File: config.mk
export PLATFORM = sky130hd
export DESIGN_NAME = regfile_dump_unit_flat
export DESIGN_NICKNAME = d
export VERILOG_FILES = /design/src/rtl/regfile_dump_unit_pkg.sv /design/src/rtl/regfile_dump_unit_if.sv /design/src/rtl/regfile_dump_unit.sv /design/src/flat_wrapper.sv
export SDC_FILE = /design/constraint.sdc
export NUM_CORES = 1
export LEC_CHECK = 0
export CORE_MARGIN = 1
export CORE_UTILIZATION = 44
export CTS_CLUSTER_SIZE = 20
export DETAILED_ROUTE_END_ITERATION = 7
export MAX_ROUTING_LAYER = met4
export PLACE_DENSITY_LB_ADDON = 0.15
export SLEW_MARGIN = 25
export SYNTH_ARGS = -nofsm -noshare
export SYNTH_HDL_FRONTEND = slang
export SYNTH_SLANG_ARGS = --single-unit
File: constraint.sdc
create_clock -name Clk -period 4.6 [get_ports Clk]
set_input_delay 0.92 -clock Clk [delete_from_list [all_inputs] [get_ports Clk]]
set_output_delay 0.92 -clock Clk [all_outputs]
set_load 0.005 [all_outputs]
File: src/rtl/regfile_dump_unit_pkg.sv
// Shared definitions for the register-file dump unit: address/data widths,
// the hard-wired zero register index and the dump sequencer state encoding.
package regfile_dump_unit_pkg;

    localparam int         REG_ADDR_W = 5;
    localparam logic [4:0] ZERO_REG   = 5'd31;
    localparam int         DATA_W     = 64;

    typedef enum logic [1:0] {
        IDLE   = 2'd0,
        SETTLE = 2'd1,
        SEND   = 2'd2,
        FINISH = 2'd3
    } dumpState_t;

endpackage

File: src/rtl/regfile_dump_unit_if.sv
// Valid/ready stream carrying dumped register words (value plus index).
// The dump unit is the master; the consumer (debug port, context save) is the slave.
interface regfile_dump_unit_if #(
    parameter int DATA_WIDTH = 64
);
    import regfile_dump_unit_pkg::*;

    logic [DATA_WIDTH-1:0] DataOut;
    logic [REG_ADDR_W-1:0] RegIdx;
    logic                  Valid;
    logic                  Ready;

    modport master (
        output DataOut,
        output RegIdx,
        output Valid,
        input  Ready
    );

    modport slave (
        input  DataOut,
        input  RegIdx,
        input  Valid,
        output Ready
    );

endinterface

File: src/rtl/regfile_dump_unit.sv
// Sequential register-file reader. Walks FIRST_REG..LAST_REG through a spare
// read port, giving each read a full settle cycle, and streams every value out
// on a valid/ready handshake. Freeze holds off CPU register writes while busy.
//
//   state  | meaning
//   -------+------------------------------------------------------------
//   IDLE   | waiting for Start; RA/DataOut keep their last values
//   SETTLE | RA is driving idx, BusA settling; captured at the next edge
//   SEND   | DataOut/RegIdx valid and held until Ready
//   FINISH | last word accepted; Done pulses for this single cycle
module regfile_dump_unit
    import regfile_dump_unit_pkg::*;
#(
    parameter int FIRST_REG  = 0,
    parameter int LAST_REG   = 30,
    parameter int DATA_WIDTH = DATA_W
) (
    input  logic                   Clk,
    input  logic                   Reset,
    input  logic                   Start,
    input  logic                   Abort,
    output logic [REG_ADDR_W-1:0]  RA,
    input  logic [DATA_WIDTH-1:0]  BusA,
    regfile_dump_unit_if.master    dumpBus,
    output logic                   Busy,
    output logic                   Freeze,
    output logic                   Done
);

    localparam logic [REG_ADDR_W-1:0] FIRST_IDX = REG_ADDR_W'(FIRST_REG);
    localparam logic [REG_ADDR_W-1:0] LAST_IDX  = REG_ADDR_W'(LAST_REG);

    dumpState_t            state;
    dumpState_t            nextState;
    logic [REG_ADDR_W-1:0] idx;
    logic [DATA_WIDTH-1:0] dataReg;
    logic [REG_ADDR_W-1:0] regIdxReg;
    logic                  loadFirst;
    logic                  capture;
    logic                  advance;

    // Next-state decode; Abort outranks both Start and a pending handshake.
    always_comb begin
        nextState = state;
        loadFirst = 1'b0;
        capture   = 1'b0;
        advance   = 1'b0;
        case (state)
            IDLE: begin
                if (Start && !Abort) begin
                    nextState = SETTLE;
                    loadFirst = 1'b1;
                end
            end
            SETTLE: begin
                if (Abort) begin
                    nextState = IDLE;
                end else begin
                    capture   = 1'b1;
                    nextState = SEND;
                end
            end
            SEND: begin
                if (Abort) begin
                    nextState = IDLE;
                end else if (dumpBus.Ready) begin
                    if (idx == LAST_IDX) begin
                        nextState = FINISH;
                    end else begin
                        advance   = 1'b1;
                        nextState = SETTLE;
                    end
                end
            end
            FINISH: begin
                nextState = IDLE;
            end
            default: begin
                nextState = IDLE;
            end
        endcase
    end

    // State register.
    always_ff @(posedge Clk or posedge Reset) begin
        if (Reset) begin
            state <= IDLE;
        end else begin
            state <= nextState;
        end
    end

    // Index counter, read address and captured word; idx stops at LAST_REG
    // because advance is never raised on the last index.
    always_ff @(posedge Clk or posedge Reset) begin
        if (Reset) begin
            idx       <= FIRST_IDX;
            RA        <= '0;
            dataReg   <= '0;
            regIdxReg <= '0;
        end else begin
            if (loadFirst) begin
                idx <= FIRST_IDX;
                RA  <= FIRST_IDX;
            end
            if (capture) begin
                dataReg   <= BusA;
                regIdxReg <= idx;
            end
            if (advance) begin
                idx <= idx + 1'b1;
                RA  <= idx + 1'b1;
            end
        end
    end

    // Valid is exactly "in SEND", so it is held through any Ready stall.
    always_comb begin
        dumpBus.DataOut = dataReg;
        dumpBus.RegIdx  = regIdxReg;
        dumpBus.Valid   = (state == SEND);
        Busy            = (state != IDLE);
        Freeze          = (state != IDLE);
        Done            = (state == FINISH);
    end

endmodule
File: src/flat_wrapper.sv
// flat-port wrapper written by rule: the top's interface ports become plain ports
module regfile_dump_unit_flat import regfile_dump_unit_pkg::*;
#(
    parameter int FIRST_REG  = 0,
    parameter int LAST_REG   = 30,
    parameter int DATA_WIDTH = DATA_W
)
  (Clk, Reset, Start, Abort, RA, BusA, Busy, Freeze, Done, dumpBus_DataOut, dumpBus_RegIdx, dumpBus_Valid, dumpBus_Ready);
  regfile_dump_unit_if #(.DATA_WIDTH(DATA_WIDTH)) dumpBus_i ();
  input  logic Clk;
  input  logic Reset;
  input  logic Start;
  input  logic Abort;
  output logic [REG_ADDR_W-1:0] RA;
  input  logic [DATA_WIDTH-1:0] BusA;
  output logic Busy;
  output logic Freeze;
  output logic Done;
  output wire logic [$bits(dumpBus_i.DataOut)-1:0] dumpBus_DataOut;
  output wire logic [$bits(dumpBus_i.RegIdx)-1:0] dumpBus_RegIdx;
  output wire logic [$bits(dumpBus_i.Valid)-1:0] dumpBus_Valid;
  input wire logic [$bits(dumpBus_i.Ready)-1:0] dumpBus_Ready;
  assign dumpBus_DataOut = dumpBus_i.DataOut;
  assign dumpBus_RegIdx = dumpBus_i.RegIdx;
  assign dumpBus_Valid = dumpBus_i.Valid;
  assign dumpBus_i.Ready = dumpBus_Ready;
  regfile_dump_unit #(.FIRST_REG(FIRST_REG), .LAST_REG(LAST_REG), .DATA_WIDTH(DATA_WIDTH)) u_core (.Clk(Clk), .Reset(Reset), .Start(Start), .Abort(Abort), .RA(RA), .BusA(BusA), .dumpBus(dumpBus_i), .Busy(Busy), .Freeze(Freeze), .Done(Done));
endmodule
# Word-level counts from Yosys, hierarchy flattened
# Cells that the tools add are included.
[word_totals]
ff_bits = 76
elab_cells = 33
inputBits = 69
output_inout_bits = 78
[op_classes]
n_reduce_logical = 6
n_mux = 16
add_sub_neg = 1
eq_ne = 6
[ops]
columns = ["operator", "count"]
rows = [
  ["$mux W2", 5],
  ["$mux W5", 2],
  ["$mux W1", 8],
  ["$pmux W2 S4", 1],
  ["$add A5 B1 Y5 const B", 1],
  ["$eq A5 B5 Y1 const B", 1],
  ["$eq A2 B2 Y1 const B", 2],
  ["$reduce_bool A2 Y1", 2],
  ["$ne A3 B2 Y1 const B", 1],
  ["$eq A2 B1 Y1 const B", 1],
  ["$logic_not A2 Y1", 1],
  ["$ne A2 B1 Y1 const B", 1],
  ["$reduce_and A2 Y1", 1],
  ["$logic_and A1 B1 Y1", 1],
  ["$logic_not A1 Y1", 1],
]

# Longest topological paths before layout
# Gate-level depths: netlist of the first run.
[logic_depth]
word_depth = 6
mapped_depth = 5
depth_no_buf = 5

# Worst setup path before layout of the first run
# No wires, ideal clock.
[synth_path]
path_type = "register -> output"
from = "register u_core.state[1]"
to = "output Freeze"
required_ps = 3680
path_buffers = 2
arrival_time_ps = 983
setup_slack_ps = 2697
stages_incl_launch_ff = 4
path_cell_list = "dfrtp_1 -> clkbuf_1 -> or2_2 -> buf_4"
[synth_via]
elab_chain_cells = 1
[synth_rtl]
columns = ["element", "line_no", "source"]
rows = [
  ["start: declaration", "regfile_dump_unit.sv:33", "dumpState_t state;"],
  ["start signal: assignment", "regfile_dump_unit.sv:89", "state <= nextState;"],
  ["$reduce_bool A2 Y1", "-", ""],
  ["end: declaration", "flat_wrapper.sv:17", "output logic Freeze;"],
]
# No other way between the ends.

# Final worst setup path of the first run
[layout_path]
from = "register u_core.state[1]"
to = "output dumpBus_Valid"
[layout_via]
elab_chain_cells = 1
[layout_rtl]
columns = ["element", "line_no", "source"]
rows = [
  ["$eq A2 B2 Y1", "regfile_dump_unit.sv:121", "dumpBus.Valid = (state == SEND);"],
  ["end: declaration", "flat_wrapper.sv:21", "output wire logic [$bits(dumpBus_i.Valid)-1:0] dumpBus_Valid;"],
]
# No other way between the ends.

==> flow_metrics.py, run 1 <==
metrics = {
    "layout": {
        "antenna_cells_inserted": 0,
        "flow.area_growth_from_synthesis_pct": 55.4,
        "layout.cells.most_common": "sky130_fd_sc_hd__clkdlybuf4s50_1",
        "most_frequent_cells_in_the_layout": "146 x sky130_fd_sc_hd__clkdlybuf4s50_1, 76 x sky130_fd_sc_hd__dfrtp_1, 59 x sky130_fd_sc_hd__mux2_2",
        "finish.net_count": 417,
        "layout-drive-gt1-share_pct": 25.9,
        "n_fill_cell": 491,
    },
    "cts": {
        "cts_repair_resize_count": 0,
        "cts_setup_buffers": 0,
        "postCtsHoldBufs": 0,
        "worst_setup_hold_path_clk_slew_ns": 0.08,
        "cts-root-to-sink-buffers": 2,
        "clock_tree_from_tritoncts": "done",
        "cts_htree_levels": 3,
        "tritoncts_num_sinks": 76,
        "clk_latency_ns": 0.34,
        "clock_buffer_count_from_cts": 9,
        "cts-root-buf": "sky130_fd_sc_hd__clkbuf_8",
    },
    "die": {
        "floorplan.rows": 30,
        "initial_cell_density_of_the_core_pct": 45.7,
        "die_height_microns": 86.0,
        "top_level_ports": 147,
        "placeableCoreArea_sq_um": 6790,
        "die_width_microns": 86.0,
        "die-area_sq_um": 7390,
    },
    "sta": {
        "grt_setup_unrepaired": "no",
        "timing.final.setup_violations": 0,
        "transition_at_the_pin_with_the_smallest_max_transition_slack_ns": 0.768,
        "final.min_clock_period_ns": 2.57,
        "final-max-slew-violation-count": 0,
        "totalNegativeSetupSlack_ns": 0,
        "worst_slew_margin_rel_pct": 48.7,
        "fin_crit_sh_pct": 55.9,
        "fmaxAchievable_mhz": 389,
        "timing_hold_violations_final": 0,
        "skew_ns": 0.00725,
    },
    "worst_setup_path": {
        "worstPathCellList": "nor2b_1 -> clkdlybuf4s50_1",
        "worstPathRequired_ns": 3.68,
        "critical_path.max_fanout": 14,
        "critical_path.startpoint_type": "flip-flop",
        "setup_crit_path_kind": "flip-flop to primary output",
        "flop2flop_setup_slack_ns": 2.58,
        "worstPathArrival_ns": 1.65,
        "cp_endpoint_kind": "primary output",
        "slowest_stage": "sky130_fd_sc_hd__dfrtp_1",
        "critical_path.max_stage_delay_ns": 0.54,
    },
    "yosys": {
        "synth_nets": 268,
        "synthesis.area_per_instance_sq_um": 15.8,
        "syn_area_sq_um": 3100,
        "yosysSeqAreaShare_pct": 61.3,
        "synth_seq_cells": 76,
        "yosys.cell_types.count": 34,
        "synthesis.yosys.warnings": 0,
        "syn_inst": 197,
    },
    "drt": {
        "routedWlPerCell_microns": 15.0,
        "detail_route.drc_violations": 0,
        "drt_antenna_net_count": 0,
        "routed_wirelength_microns": 6710,
        "dr_total_vias": 2154,
        "vias_per_cell": 4.82,
        "drt-initial-drc-count": 60,
        "first_pass_iters": 4,
    },
    "power_and_ir_drop": {
        "vdd_ir_drop_max_mv": 0.283,
        "internal_power_w": 0.00158,
        "total_power_w": 0.00209,
        "comb_power_share_pct": 31.6,
        "p_switching_w": 0.000512,
        "clock_power_share_pct": 23.9,
        "cellPowerDensity_nw_per_um2": 433,
        "sw_frac_of_total_pct": 24.5,
        "pwr-share-seq_pct": 44.5,
        "cellLeakagePower_nw": 2.01,
    },
    "global_routing": {
        "groute.usage.overall_pct": 19.6,
        "overflow": 0,
        "pin_count_of_the_biggest_net_entering_global_routing": 46,
        "grt_pass1_vias": 2254,
        "antenna_found_initial": 0,
        "grt_first_pass_wirelength_microns": 10800,
    },
    "job": {
        "maxCapViolations": 0,
    },
    "run_status": {
        "status": "finished clean",
    },
    "worst_hold_path": {
        "min_path_type": "flip-flop to flip-flop",
    },
    "placement": {
        "gp_congestion": 0.762,
        "dp_hpwl_microns": 4740,
        "port_buffers": 146,
    },
}
## cells in the mapped netlist (all sizes together)
cell type,instances,area [sq um]
a21boi,1,7.51
o21ai,2,10.0
nor2b,1,6.26
nor3b,1,7.51
nor4b,1,8.76
mux2i,1,10.0
nand4,2,12.5
inv,3,11.3
nand2b,2,20.0
ha,2,25.0
dfrtp,76,1900
a211o,1,8.76
or2,2,12.5
nand4b,1,8.76
o211a,1,10.0
mux2,69,815
and4,2,17.5
a21bo,1,10.0
nand2,3,11.3
a221o,2,20.0
buf,9,81.3
nor3,1,5.00
a21oi,4,20.0
and3,1,6.26
a31oi,2,12.5
and2,2,12.5
clkbuf,1,3.75
nor2,3,27.5
## through the flow
| stage | area [sq um] | hold WS, ns | cells | utilization [%] | setup slack (ns) |
|---|---|---|---|---|---|
| after floorplan | 3100 | 0.505 | 197 | - | 1.74 |
| after global placement | 4610 | 0.489 | 430 | 67.8 | 1.60 |
| after detailed placement | 4630 | 0.494 | 431 | 68.1 | 1.73 |
| after CTS | 4820 | 0.511 | 447 | 70.9 | 2.02 |
| after global routing | 4820 | 0.525 | 447 | 71.0 | 1.96 |
| final | 4820 | 0.507 | 447 | 71.0 | 2.03 |
## power groups by stage
stage	registers, W	clock network, W	logic (W)
final	0.000929	0.000499	0.000659
after global routing	0.000953	0.000547	0.000708
after CTS	0.000932	0.000513	0.000668
after detailed placement	0.000944	0	0.000663
after global placement	0.000935	0	0.000654
after floorplan	0.000951	0	0.000207
## layer usage
metal | track usage [%] | vias to the layer above | routed length (microns)
met5 | - | - | 0
met4 | 7.88 | 0 | 80
met3 | 5.39 | 6 | 534
met2 | 29.1 | 94 | 3200
met1 | 25.6 | 1054 | 2890
li1 | - | 1000 | -
## worst max-delay path: cells and delay by family (launching register included)
kind | cells | cell delay (ns)
and+or+nand+nor | 1 | 0.24
buffers and inverters | 1 | 0.53
DFF | 1 | 0.54
## final cells by class
cell class / instances / area (sq um) / area share [%]
flip-flops and latches: 76 / 1900 / 39.4
inverters: 3 / 12.5 / 0.260
clock buffers: 11 / 131 / 2.73
multi-input cells: 108 / 1100 / 22.9
well taps: 96 / 120 / 2.49
repair buffers: 148 / 1490 / 30.9
clock inverters: 5 / 61.3 / 1.27
## worst paths after layout
path	from	endpoint	cells past startpoint
setup / recovery	u_core.state[1]	dumpBus_Valid	2
hold / removal	u_core.dumpBus.DataOut[19]	u_core.dumpBus.DataOut[19]	1
setup reg to reg	u_core.state[1]	u_core.dumpBus.DataOut[54]	4
hold reg to reg	u_core.dumpBus.DataOut[19]	u_core.dumpBus.DataOut[19]	1
max in group asynchronous	Reset	u_core.dumpBus.DataOut[17]	3
min in group asynchronous	Reset	u_core.dumpBus.DataOut[22]	2
## kinds of logic (layout without fill, tap and decap cells)
group                      after synthesis  count (layout)  share of synthesized area (%)
DFF                                     76              76                           61.3
buffers and inverters                   13             167                           3.10
and+or+nand+nor                         22              22                           5.04
muxes                                   70              70                           26.6
adders and majority gates                2               2                          0.806
AOI/OAI and AO/OA                       14              14                           3.19
## flip-flops by register name (all words and copies together), names as in the netlist
| register | cells |
|---|---|
| u_core.state | 2 |
| u_core.dumpBus.DataOut | 64 |
| u_core.RA | 5 |
| u_core.dumpBus.RegIdx | 5 |
Note: power is estimated with default switching activity, not from simulation.
==> run 2, diff against run 1 <==
--- a/config.mk
+++ b/config.mk
@@ -6,7 +6,7 @@
 export NUM_CORES = 1
 export LEC_CHECK = 0
 export CORE_MARGIN = 1
-export CORE_UTILIZATION = 44
+export CORE_UTILIZATION = 37
 export CTS_CLUSTER_SIZE = 20
 export DETAILED_ROUTE_END_ITERATION = 7
 export MAX_ROUTING_LAYER = met4
==> constraint.sdc (replaced) <==
create_clock -name Clk -period 2.2 [get_ports Clk]
set_input_delay 0.44 -clock Clk [delete_from_list [all_inputs] [get_ports Clk]]
set_output_delay 0.44 -clock Clk [all_outputs]
set_load 0.005 [all_outputs]
==> run 2 against run 1 <==
  * Worst setup slack got worse by 1.8 ns
  * Via count rose by 0.70%
  * Global-route usage fell by 3.0 points
  * Clock skew fell by 0.0020 ns
  * Combinational power rose by 110%
  * Clock power rose to 2.7 times the previous value
  * Hold slack got worse by 0.0029 ns
  * Cell area rose by 2.9%
  * Wire length rose by 2.5%
  * Largest power group unchanged
==> flow_metrics.py, run 2 (synthesized netlist as in run 1, its figures left out) <==
metrics = {
    "worst_setup_path": {
        "setup_crit_path_kind": "flip-flop to primary output",
        "critical_path.startpoint_type": "flip-flop",
        "flop2flop_setup_slack_ns": 0.52,
        "worstPathRequired_ns": 1.76,
        "cp_endpoint_kind": "primary output",
        "worstPathArrival_ns": 1.57,
        "critical_path.max_fanout": 14,
    },
    "sta": {
        "transition_at_the_pin_with_the_smallest_max_transition_slack_ns": 0.406,
        "totalNegativeSetupSlack_ns": 0,
        "fmaxAchievable_mhz": 497,
        "worst_slew_margin_rel_pct": 73.0,
        "final_critical_path_setup_slack_ns": 0.187,
        "final-max-slew-violation-count": 0,
        "grt_setup_unrepaired": "no",
        "timing_hold_violations_final": 0,
        "fin_crit_sh_pct": 91.5,
        "final.min_clock_period_ns": 2.01,
        "timing.final.setup_violations": 0,
        "skew_ns": 0.00527,
    },
    "global_routing": {
        "grt_first_pass_wirelength_microns": 10700,
        "antenna_found_initial": 0,
        "pin_count_of_the_biggest_net_entering_global_routing": 77,
        "grt_pass1_vias": 2209,
        "groute.usage.overall_pct": 16.6,
        "overflow": 0,
    },
    "job": {
        "maxCapViolations": 0,
    },
    "placement": {
        "gp_congestion": 0.824,
        "post_dp_cell_area_sq_um": 4690,
        "dp_hpwl_microns": 4840,
        "port_buffers": 146,
        "preCtsSetupSlack_ns": 0.187,
    },
    "drt": {
        "detail_route.drc_violations": 0,
        "dr_total_vias": 2169,
        "drt-initial-drc-count": 130,
        "drt_antenna_net_count": 0,
        "routed_wirelength_microns": 6870,
        "vias_per_cell": 4.73,
        "first_pass_iters": 4,
        "routedWlPerCell_microns": 15.0,
    },
    "layout": {
        "antenna_cells_inserted": 0,
        "n_fill_cell": 665,
        "register_area_sq_um": 1900,
        "design_area_sq_um": 4960,
        "layout-drive-gt1-share_pct": 27.4,
        "largest_register_ff_count": 64,
        "flow.area_growth_from_synthesis_pct": 59.8,
        "layout.cells.most_common": "sky130_fd_sc_hd__clkdlybuf4s50_1",
        "multi_input_area_sq_um": 1100,
        "finish.net_count": 420,
        "most_frequent_cells_in_the_layout": "146 x sky130_fd_sc_hd__clkdlybuf4s50_1, 75 x sky130_fd_sc_hd__dfrtp_1, 59 x sky130_fd_sc_hd__mux2_2",
    },
    "cts": {
        "cts_setup_buffers": 0,
        "clock_buffer_count_from_cts": 9,
        "cts-root-to-sink-buffers": 2,
        "clk_latency_ns": 0.33,
        "cts_htree_levels": 3,
        "tritoncts_num_sinks": 76,
        "cts-root-buf": "sky130_fd_sc_hd__clkbuf_8",
        "clock_tree_from_tritoncts": "done",
        "worst_setup_hold_path_clk_slew_ns": 0.08,
    },
    "power_and_ir_drop": {
        "cellPowerDensity_nw_per_um2": 947,
        "vdd_ir_drop_max_mv": 0.508,
        "cellLeakagePower_nw": 2.08,
    },
    "worst_hold_path": {
        "min_path_type": "flip-flop to flip-flop",
    },
    "die": {
        "initial_cell_density_of_the_core_pct": 38.0,
        "placeableCoreArea_sq_um": 8180,
        "die-area_sq_um": 8760,
        "top_level_ports": 147,
        "die_width_microns": 93.6,
        "die_height_microns": 93.6,
        "floorplan.rows": 33,
    },
    "run_status": {
        "status": "finished clean",
    },
}
-- run 2: changes by cell type in the layout (fill, tap and decap cells not counted) --
| cell | delta |
|---|---|
| sky130_fd_sc_hd__clkinv_2 | -1 |
| sky130_fd_sc_hd__clkbuf_8 | +4 |
| sky130_fd_sc_hd__dfrtp_2 | +1 |
| sky130_fd_sc_hd__clkinvlp_4 | -2 |
| sky130_fd_sc_hd__clkbuf_1 | -2 |
| sky130_fd_sc_hd__dfrtp_1 | -1 |
| sky130_fd_sc_hd__buf_4 | +1 |
| sky130_fd_sc_hd__bufinv_16 | +2 |
| sky130_fd_sc_hd__buf_12 | +2 |
| sky130_fd_sc_hd__inv_6 | -1 |
-- run 2: final timing paths --
check / startpoint / end / cells after the start
max: u_core.state[1] / dumpBus_Valid / 2
min: u_core.dumpBus.DataOut[16] / u_core.dumpBus.DataOut[16] / 1
max reg2reg: u_core.RA[0] / u_core.RA[0] / 5
min reg2reg: u_core.dumpBus.DataOut[16] / u_core.dumpBus.DataOut[16] / 1
max in group asynchronous: Reset / u_core.state[1] / 3
min in group asynchronous: Reset / u_core.dumpBus.DataOut[20] / 3
-- run 2: per-stage QoR --
stage | util [%] | hold slack, ns | total power, W | cells
5_1_grt | 60.7 | 0.516 | 0.00494 | 459
6_report | 60.7 | 0.504 | 0.00470 | 459
3_3_place_gp | 57.4 | 0.489 | 0.00335 | 443
4_1_cts | 60.7 | 0.511 | 0.00476 | 459
3_5_place_dp | 57.4 | 0.495 | 0.00337 | 443
2_1_floorplan | - | 0.503 | 0.00242 | 197
-- run 2: layout make-up --
type,instances,area share (%)
tap,105,2.65
clock inverter,3,1.82
clock buffer,13,3.61
sequential,76,38.4
multi-input combinational,108,22.3
inverter,3,0.303
timing repair buffer,151,31.0
-- run 2: repair_timing --
item                                    4_1_cts  5_1_grt
resized for setup                             0        1
endpoints found under the setup margin        0        1
hold buffers                                  0        0
-- run 2: metal layers --
| layer | up-vias | wire, microns | track usage [%] | share of wire, % |
|---|---|---|---|---|
| met2 | 105 | 3130 | 24.4 | 46 |
| met4 | 0 | 93 | 7.95 | 1.4 |
| met3 | 10 | 618 | 5.37 | 9.0 |
| met1 | 1048 | 3030 | 20.7 | 44 |
| li1 | 1006 | - | - | - |
| met5 | - | 0 | - | 0 |
-- run 2: critical path: stages, from the launching register on --
cell	delay, ns
sky130_fd_sc_hd__dfrtp_2	0.47
sky130_fd_sc_hd__nor2b_1	0.23
sky130_fd_sc_hd__clkdlybuf4s50_1	0.54
-- run 2: where the power goes --
group | internal, W | total [W] | switching, W
combinational | 0.00102 | 0.00139 | 0.000372
clock | 0.000878 | 0.00136 | 0.000486
sequential | 0.00176 | 0.00194 | 0.000187
total | 0.00365 | 0.00470 | 0.00104
==> run 3, diff against run 2 <==
--- a/config.mk
+++ b/config.mk
@@ -7,11 +7,11 @@
 export LEC_CHECK = 0
 export CORE_MARGIN = 1
 export CORE_UTILIZATION = 37
-export CTS_CLUSTER_SIZE = 20
 export DETAILED_ROUTE_END_ITERATION = 7
 export MAX_ROUTING_LAYER = met4
 export PLACE_DENSITY_LB_ADDON = 0.15
-export SLEW_MARGIN = 25
+export SLEW_MARGIN = 30
 export SYNTH_ARGS = -nofsm -noshare
 export SYNTH_HDL_FRONTEND = slang
 export SYNTH_SLANG_ARGS = --single-unit
+export TNS_END_PERCENT = 30
==> results of run 3 <==
The final DEF is identical to that of run 2; final timing and power are the same.
==> RTL edit, RTL diff (config.mk and constraints of run 2) <==
`FIRST_REG` is set to 0 in 2 places; all go to 1.
--- a/src/rtl/regfile_dump_unit.sv
+++ b/src/rtl/regfile_dump_unit.sv
@@ -12,5 +12,5 @@
     import regfile_dump_unit_pkg::*;
 #(
-    parameter int FIRST_REG  = 0,
+    parameter int FIRST_REG  = 1,
     parameter int LAST_REG   = 30,
     parameter int DATA_WIDTH = DATA_W
--- a/src/flat_wrapper.sv
+++ b/src/flat_wrapper.sv
@@ -2,5 +2,5 @@
 module regfile_dump_unit_flat import regfile_dump_unit_pkg::*;
 #(
-    parameter int FIRST_REG  = 0,
+    parameter int FIRST_REG  = 1,
     parameter int LAST_REG   = 30,
     parameter int DATA_WIDTH = DATA_W
Behaviour: not the same (a bounded check fails within 4 cycles, from zero or initial values and one cycle with Reset high).
==> RTL edit against run 2 <==
Final area is 1.1% higher; setup slack worse by 0.057 ns; sequential cell count is 1 higher; routed wire length is 0.99% lower; synthesized area is 3.1% higher; global-route usage is 0.13 points lower; power is 1.1% higher.
==> RTL edit: results <==
{
  "ys_seq_area_share_pct": 60.29,
  "ff2ff_setup_slack_ns": 0.54,
  "swShare_pct": 22.64,
  "grt_pass1_wl_um": 10750,
  "synth_top_cells_by_count": "dfrtp_1 (76), mux2_2 (59), buf_4 (12), mux2_4 (10), a21oi_1 (7)",
  "worstHoldPathType": "in2async",
  "n_antenna_cell": 0,
  "postCtsResizedCells": 0,
  "grt_max_degree": 46,
  "cp.arrival_ns": 1.63,
  "r2r_cells": 5,
  "antenna_found_initial": 0,
  "drt_iter0_markers": 46,
  "post_cts_buffers": 0,
  "path_clk_slew_ns": 0.08,
  "yosysWarnings": 0,
  "clockBufferDepth": 2,
  "drt_wl_total_um": 6802,
  "final_layout_size_suffix_gt1_share_pct": 27.27,
  "vias": 2233,
  "firstDrtPassIters": 4,
  "crit_fanout": 11,
  "largest_register_ffs": 64,
  "status": "completed",
  "rr_startpoint": "u_core.state[1]",
  "worstMarginPinSlew_ns": 0.4066,
  "portBuffers": 146,
  "htreeDepth": 3,
  "clock_latency_ns": 0.34,
  "syn_nets": 281,
  "leakage_nw": 2.075,
  "layout.nets": 429,
  "skew_ns": 0.009422,
  "whs_ns": 0.5090,
  "synth.distinct_cells": 32,
  "place.gp.congestion": 0.7839,
  "rr_endpoint": "u_core.dumpBus.DataOut[42]",
  "synth_area_leaders": "dfrtp_1 (59%), mux2_2 (21%), mux2_4 (4.7%)",
  "place_hpwl_um": 4824,
  "peakVddDrop_uv": 494.7,
  "async_flop_share_pct": 100.0,
  "grt_usage_pct": 16.47,
  "cts_made_buffers": 9,
  "cts_root_buffer": "clkbuf_8"
}
==> RTL edit: changes by cell type after synthesis, moves of 2 or more <==
cell	delta
a211oi_1	+2
a21oi_1	+3
a221o_1	-2
a31oi_1	-2
buf_4	+6
nand4_1	-2
nor3_1	+4
==> RTL edit: cell families (layout without fill, tap and decap cells) <==
family | after synthesis | after routing | share of synthesized area [%]
AOI/OAI and AO/OA | 15 | 15 | 3.247
and+or+nand+nor | 28 | 28 | 5.946
buffers and inverters | 19 | 172 | 4.264
DFF | 77 | 77 | 60.29
adders and majority gates | 2 | 2 | 0.7823
muxes | 69 | 69 | 25.47
==> RTL edit: worst max path at each step <==
stage               startpoint  cells after the start                          to  slack (ns)
2_1_floorplan            Abort                      5   u_core.dumpBus.DataOut[0]        0.74
3_3_place_gp             Abort                      4  u_core.dumpBus.DataOut[20]        0.22
3_5_place_dp             Abort                      4  u_core.dumpBus.DataOut[38]        0.18
4_1_cts        u_core.state[0]                      2                        Busy        0.11
5_1_grt        u_core.state[0]                      2                      Freeze        0.03
6_report       u_core.state[0]                      2                      Freeze        0.13
==> RTL edit: power by group through the flow <==
stage	Sequential [mW]	Combinational, mW	Clock, mW
final	1.98	1.41	1.35
after global routing	2.04	1.52	1.46
after CTS	1.99	1.44	1.39
after detailed placement	2.01	1.43	0
after global placement	2.00	1.42	0
after floorplan	2.03	0.455	0
==> RTL edit: per-layer routing <==
metal	up-vias	routed length (um)	global-route usage [%]	share of wire, %
met5	-	0	-	0
li1	1038	-	-	-
met1	1090	2990	21.05	44
met2	99	3114	23.44	46
met4	0	55	7.197	0.81
met3	6	642	5.878	9.4
==> RTL edit: layout make-up <==
| cell class | instances | area [sq um] |
|---|---|---|
| clock inverters | 3 | 90.09 |
| inverters | 4 | 18.77 |
| well taps | 105 | 131.4 |
| clock buffers | 13 | 168.9 |
| repair buffers | 152 | 1544 |
| fillers | 680 | 3284 |
| flip-flops and latches | 77 | 1928 |
| multi-input cells | 114 | 1134 |
==> RTL edit: worst max-delay path: stages, from the launching register on <==
cell             delay, ns
dfrtp_1               0.50
or2_2                 0.35
clkdlybuf4s50_1       0.44
==> RTL edit: stage by stage <==
| stage | worst slack [ns] | instances | cell area (sq um) | util, % | power, mW |
|---|---|---|---|---|---|
| after global routing | 0.03468 | 468 | 5015 | 60.43 | 5.018 |
| final | 0.1301 | 468 | 5015 | 60.43 | 4.751 |
| after global placement | 0.2178 | 452 | 4756 | 57.30 | 3.419 |
| after floorplan | 0.7420 | 210 | 3202 | - | 2.483 |
| after CTS | 0.1070 | 468 | 5015 | 60.43 | 4.819 |
| after detailed placement | 0.1798 | 452 | 4756 | 57.30 | 3.442 |
